### src/rtl/load_store_unit.sv
// RV32I memory-stage load/store unit: decodes and faults accesses, drives the
// data SRAM port with a grant/response handshake, and aligns/extends load data.
module load_store_unit #(
  parameter int DM_AW    = 14,
  parameter int MAX_WAIT = 16
) (
  input  logic             clk,
  input  logic             rst,
  input  logic             req_valid,
  output logic             req_ready,
  input  logic [3:0]       req_op,
  input  logic [31:0]      req_addr,
  input  logic [31:0]      req_wdata,
  input  logic [4:0]       req_rd,
  input  logic             flush,
  output logic             rsp_valid,
  output logic [31:0]      rsp_rdata,
  output logic [4:0]       rsp_rd,
  output logic             rsp_fault,
  output logic [1:0]       rsp_fault_code,
  output logic             busy,
  output logic             DM_CS,
  output logic             DM_OE,
  output logic [3:0]       DM_WEB,
  output logic [DM_AW-1:0] DM_A,
  output logic [31:0]      DM_DI,
  input  logic [31:0]      DM_DO,
  input  logic             dm_gnt,
  input  logic             dm_rvalid
);
  typedef enum logic [1:0] {IDLE, REQ, WAIT, RESP} state_t;

  localparam int CW = (MAX_WAIT > 0) ? $clog2(MAX_WAIT + 1) : 1;
  localparam logic [CW-1:0] LIMIT = (MAX_WAIT > 0) ? CW'(MAX_WAIT - 1) : '0;

  state_t          state;
  logic            st_q;
  logic [2:0]      f3_q;
  logic [1:0]      off_q;
  logic [3:0]      web_q;
  logic [CW-1:0]   cnt;
  logic            drop;

  logic            is_st, illegal, misal, timeout;
  logic [2:0]      f3;
  logic [3:0]      web_n;
  logic [31:0]     di_n, ld_sh, ld_data;
  logic            unused_addr_hi;

  assign unused_addr_hi = ^req_addr[31:DM_AW+2];

  assign is_st   = req_op[3];
  assign f3      = req_op[2:0];
  assign illegal = is_st ? (f3 > 3'd2) : (f3 == 3'd3 || f3 == 3'd6 || f3 == 3'd7);
  assign misal   = (f3[1:0] == 2'd1 && req_addr[0]) ||
                   (f3[1:0] == 2'd2 && req_addr[1:0] != 2'd0);
  assign timeout = (MAX_WAIT > 0) && (cnt == LIMIT);

  // Store lane placement computed at accept so DM_* only ever see registers.
  always_comb begin
    web_n = 4'h0;
    di_n  = req_wdata;
    case (f3[1:0])
      2'd0: begin
        web_n = ~(4'b0001 << req_addr[1:0]);
        di_n  = {24'b0, req_wdata[7:0]} << {req_addr[1:0], 3'b000};
      end
      2'd1: begin
        web_n = req_addr[1] ? 4'b0011 : 4'b1100;
        di_n  = {16'b0, req_wdata[15:0]} << {req_addr[1], 4'b0000};
      end
      default: ;
    endcase
  end

  // Halfword offsets are even, so a byte-granular shift also aligns halves.
  assign ld_sh = DM_DO >> {off_q, 3'b000};
  always_comb begin
    ld_data = DM_DO;
    case (f3_q)
      3'd0: ld_data = {{24{ld_sh[7]}}, ld_sh[7:0]};
      3'd1: ld_data = {{16{ld_sh[15]}}, ld_sh[15:0]};
      3'd4: ld_data = {24'b0, ld_sh[7:0]};
      3'd5: ld_data = {16'b0, ld_sh[15:0]};
      default: ;
    endcase
  end

  always_ff @(posedge clk or negedge rst) begin
    if (!rst) begin
      state          <= IDLE;
      st_q           <= 1'b0;
      f3_q           <= 3'd0;
      off_q          <= 2'd0;
      web_q          <= 4'hF;
      cnt            <= '0;
      drop           <= 1'b0;
      DM_A           <= '0;
      DM_DI          <= '0;
      rsp_rdata      <= '0;
      rsp_rd         <= '0;
      rsp_fault      <= 1'b0;
      rsp_fault_code <= 2'b00;
    end else begin
      case (state)
        IDLE: if (req_valid) begin
          st_q           <= is_st;
          f3_q           <= f3;
          off_q          <= req_addr[1:0];
          web_q          <= web_n;
          DM_A           <= req_addr[DM_AW+1:2];
          DM_DI          <= di_n;
          rsp_rd         <= req_rd;
          rsp_rdata      <= '0;
          rsp_fault      <= 1'b0;
          rsp_fault_code <= 2'b00;
          drop           <= 1'b0;
          cnt            <= '0;
          if (illegal) begin
            state          <= RESP;
            rsp_fault      <= 1'b1;
            rsp_fault_code <= 2'b11;
          end else if (misal) begin
            state          <= RESP;
            rsp_fault      <= 1'b1;
            rsp_fault_code <= 2'b01;
          end else begin
            state <= REQ;
          end
        end
        REQ: begin
          if (dm_gnt) begin
            cnt <= '0;
            if (st_q) state <= RESP;
            else begin
              state <= WAIT;
              drop  <= flush;
            end
          end else if (flush) begin
            state <= IDLE;
          end else if (timeout) begin
            state          <= RESP;
            rsp_fault      <= 1'b1;
            rsp_fault_code <= 2'b10;
          end else begin
            cnt <= cnt + 1'b1;
          end
        end
        WAIT: begin
          if (flush) drop <= 1'b1;
          if (dm_rvalid) begin
            if (drop || flush) state <= IDLE;
            else begin
              state     <= RESP;
              rsp_rdata <= ld_data;
            end
          end else if (timeout) begin
            if (drop || flush) state <= IDLE;
            else begin
              state          <= RESP;
              rsp_fault      <= 1'b1;
              rsp_fault_code <= 2'b10;
            end
          end else begin
            cnt <= cnt + 1'b1;
          end
        end
        RESP: state <= IDLE;
        default: state <= IDLE;
      endcase
    end
  end

  assign req_ready = (state == IDLE);
  assign busy      = (state != IDLE);
  assign rsp_valid = (state == RESP);
  assign DM_CS     = (state == REQ);
  assign DM_OE     = (state == REQ && !st_q) || (state == WAIT);
  assign DM_WEB    = (state == REQ && st_q) ? web_q : 4'hF;
endmodule

### config.mk
export PLATFORM = sky130hd
export DESIGN_NAME = load_store_unit
export DESIGN_NICKNAME = d
export VERILOG_FILES = /design/src/rtl/load_store_unit.sv
export SDC_FILE = /design/constraint.sdc
export NUM_CORES = 1
export LEC_CHECK = 0
export BUFFER_PORTS_ARGS = -buffer_cell sky130_fd_sc_hd__buf_2
export CAP_MARGIN = 20
export CORE_MARGIN = 10
export CORE_UTILIZATION = 45
export CTS_BUF_LIST = sky130_fd_sc_hd__clkbuf_4 sky130_fd_sc_hd__clkbuf_8
export CTS_CLUSTER_DIAMETER = 100
export DETAILED_ROUTE_END_ITERATION = 8
export PLACE_DENSITY_LB_ADDON = 0.12
export REMOVE_ABC_BUFFERS = 1
export SYNTH_ARGS = -nofsm -noshare
export SYNTH_HDL_FRONTEND = slang
export SYNTH_SLANG_ARGS = --single-unit
### constraint.sdc
create_clock -name clk -period 2.7 [get_ports clk]
set_clock_uncertainty 0.2 [all_clocks]
set_input_delay 0.54 -clock clk [delete_from_list [all_inputs] [get_ports clk]]
set_output_delay 0.54 -clock clk [all_outputs]
set_load 0.1 [all_outputs]
==> summary.md <==
The tools report the number of slew-limit violations in the final report as 0. TritonCTS built the clock tree. Number of global-route vias before repair: 4641. Along the worst hold path, the cell count comes to 2. The number of buffers inserted during clock tree synthesis was 9; the flip-flop and latch count after synthesis was 104. For this block, the routed nets add up to 15260 um of wire.

Global routing used 18.40% of the available tracks. Clock-pin slew was measured on the worst setup and hold paths at 0.10 ns. The critical path goes through inv_1 -> ha_4 -> nand2_1 -> or2_2 -> clkbuf_4.

At the end of the flow, the number of nets in the layout was 768. The worst hold path belongs to the class in -> reg. The flow ran to the end, and the final reports show no timing, DRC or antenna violations. The logs give 37.35% for the worst max-slew margin expressed relative to the limit and 0 for the remaining antenna violation count after routing.

The run gives 300 as the DRC marker count from the first detailed-route iteration. The largest individual stage delay along the critical path comes from the cell sky130_fd_sc_hd__dfrtp_1. Adding up every negative setup slack in the final design gives 0 ns. The insertion delay of the later-clocked pin in the worst-skew pair was 0.36 ns. The number of cells on the worst reg-to-reg path is 7. Counting every instance in the synthesized netlist gives 466.

After layout, the worst setup slack is 0.1391 ns. The first global-routing pass estimated 24410 um of wire. Category of the worst setup path launch point: a flop. The tools report the endpoint of the worst hold-timing path as DM_A[4]$_DFFE_PN0P_. For this configuration, the core starts out at a cell density of 46.32%. The run gives 53 as the post-synthesis cell type count.

After synthesis, the cell types taking the most area are sky130_fd_sc_hd__dfrtp_1 (50%), sky130_fd_sc_hd__mux2_2 (5.8%), sky130_fd_sc_hd__nand2_1 (4.4%). The setup violation total in the final timing report was 0. The logs give 0.7781 for the routability congestion estimate and 4 for the number of search-and-repair iterations in the first detailed-routing pass. The die is 125.9 um wide.

At the placement stage, the worst setup path has a slack of 0.1577 ns. Post-CTS repair timing setup buffer count: 0. Entering global routing, the biggest net connects 57 pins. Subtracting the final worst setup slack from the clock period gives 2.561 ns. After layout, the worst path uses 94.85% of the clock period. Total core area: 10890 sq um. sky130_fd_sc_hd__dfrtp_1 takes more of the synthesized area than any other cell.

The logs give 206 for the number of placed I/O pins and 0 for the final count of hold timing violations. In the routed design, unresolved DRC markers number 0. The critical path contains buffers and inverters numbering 2 combined.

The mean instance size in the synthesized netlist came out at 10.82 sq um. Cell type group with the largest total delay on the critical path: flip-flops. The worst setup path is captured at an output pin. Worst flop-to-flop path endpoint: cnt[0]$_DFFE_PN0P_. Setup repair after global routing left no endpoint under its margin.

For this run the aggregate overflow at the end of global routing stands at 0. The transition time at the pin with the least slew margin was 0.9326 ns. The source of the worst register-to-register timing path is state[0]$_DFFE_PN0P_. In the layout the commonest cells are sky130_fd_sc_hd__buf_2 (184), sky130_fd_sc_hd__dfrtp_1 (100), sky130_fd_sc_hd__nand2_1 (58), sky130_fd_sc_hd__o21ai_0 (34), sky130_fd_sc_hd__mux2_2 (26). The repair_antennas step left the layout with diodes totalling 0.

After synthesis the cells add up to 5044 sq um. In the final routed layout, each cell accounts on average for 19.15 um. The number of placed instances, taps included, is 780. Path type of the worst setup path: reg -> out. After synthesis, flip-flops and latches occupy 51.70% of the total area. Of the cells placed in the final design, the portion with a size suffix greater than 1 is 41.86%. The synthesized design devotes to its leading area cell type 49.62% of total area.

In this run the most critical hold path is launched from req_addr[6]. The layout has 981 filler cells. The commonest register cell after synthesis is sky130_fd_sc_hd__dfrtp_1. Timing would allow up to 390.5 MHz. In this run the number of H-tree levels came out at 3. The run gives 104 as the total clock sinks.

The top fanout value on the critical path is 10. The via count is 4464, and the site row count is 38. The run gives 1 as the number of antenna violations at the first check in global routing. Compared with the post-synthesis result, the final layout area differs by 27.49%. The logs give 797 for the final instance count without filler cells and 1.96 ns for the data required time at the worst endpoint. The delay of the slowest cell on the worst path was 0.43 ns. The tools report the count of synthesis-stage warnings from yosys as 0. The die area was 15840 sq um; the per-cell via count in the routed design was 5.601. Counting flops with a built-in enable in the synthesized netlist gives 0. The worst register-to-register path has a setup slack of 0.23 ns. The count of buffers from port buffering was 189; the share of synthesized registers carrying an async set or reset was 100.0%. After legalization and detailed placement, the total HPWL measured 11650 um. The root buffer cell chosen for the clock tree is sky130_fd_sc_hd__clkbuf_8. Worst endpoint data arrival time: 1.82 ns.

The overall die height was 125.9 um. The clock passes through at most 2 buffers. Leaving out fill and tap cells, the most frequent cell in the layout is sky130_fd_sc_hd__buf_2. Max-cap violations in this run came to 0.
final cells by class:
cell class / count / area, sq um / area share [%]
tap: 140 / 175.2 / 2.724
multi-input combinational: 313 / 2255 / 35.07
inverter: 18 / 67.56 / 1.051
clock buffer: 10 / 131.4 / 2.043
clock inverter: 6 / 92.59 / 1.440
sequential: 104 / 2608 / 40.55
timing repair buffer: 206 / 1101 / 17.12
flip-flops by register name (all words and copies together) (netlist names):
register,count
rsp_fault_code,2
DM_DI,32
st_q,1
rsp_fault,1
rsp_rdata,32
web_q,4
off_q,2
cnt,5
f3_q,3
DM_A,14
rsp_rd,5
state,2
drop,1
cells in the mapped netlist, drive strengths merged (2+ instances only):
master and instances:
clkbuf 23, and2 12, nand2b 4, dfrtp 100, or2 4, a31o 3, a22oi 24, mux2 26
inv 17, nor3 5, nand2 59, o31ai 2, mux2i 10, o32ai 6, o21ai 35, dfstp 4
o22ai 2, a221o 25, nor3b 2, o221ai 14, ha 5, buf 8, o21a 2, a21oi 12
a22o 18, or4b 2, nor2b 7, nor2 16, and3 2
cells by family (layout without fill, tap and decap cells):
family,Yosys count,count (layout),synth area share [%]
AOI/OAI and AO/OA,153,153,23.77
and+or+nand+nor,119,119,11.49
DFF,104,104,51.70
buffers and inverters,49,240,4.019
muxes,36,36,7.790
adders and majority gates,5,5,1.240
worst max path at each step:
stage	slack, ns	cells after the start	startpoint	end
final	0.14	5	state[1]$_DFFE_PN0P_	DM_WEB[0]
after global placement	0.22	5	flush	rsp_rdata[27]$_DFFE_PN0P_
after global routing	0.03	5	state[1]$_DFFE_PN0P_	DM_WEB[0]
after floorplan	-0.88	5	state[0]$_DFFE_PN0P_	DM_DI[10]$_DFFE_PN0P_
after detailed placement	0.16	5	flush	rsp_rdata[26]$_DFFE_PN0P_
after CTS	0.08	5	state[1]$_DFFE_PN0P_	DM_WEB[0]
metrics by stage:
step / util [%] / hold slack (ns) / instance area [sq um]
detailed placement: 56.68 / 0.2492 / 6171
global placement: 56.61 / 0.2469 / 6163
global route: 59.06 / 0.1724 / 6430
finish: 59.06 / 0.1974 / 6430
CTS: 58.85 / 0.1774 / 6407
floorplan: - / 0.04441 / 4908
timing repair:
item / CTS / global route
hold buffers: 1 / 0
hold endpoints to repair: 29 / 0
setup endpoints to repair: 4 / 15
gates resized for setup: 1 / 6
per-layer routing:
| layer | vias up | wire (um) | global-route usage [%] | share of wire, % |
|---|---|---|---|---|
| met5 | - | 7 | 0 | 0.046 |
| met4 | 2 | 146 | 4.287 | 0.96 |
| met3 | 13 | 1333 | 7.005 | 8.7 |
| met2 | 175 | 7220 | 29.31 | 47 |
| met1 | 2159 | 6553 | 23.21 | 43 |
| li1 | 2115 | - | - | - |
Power is not shown: default switching activity piles up to over one toggle a cycle in this logic, so the estimate is an artifact.
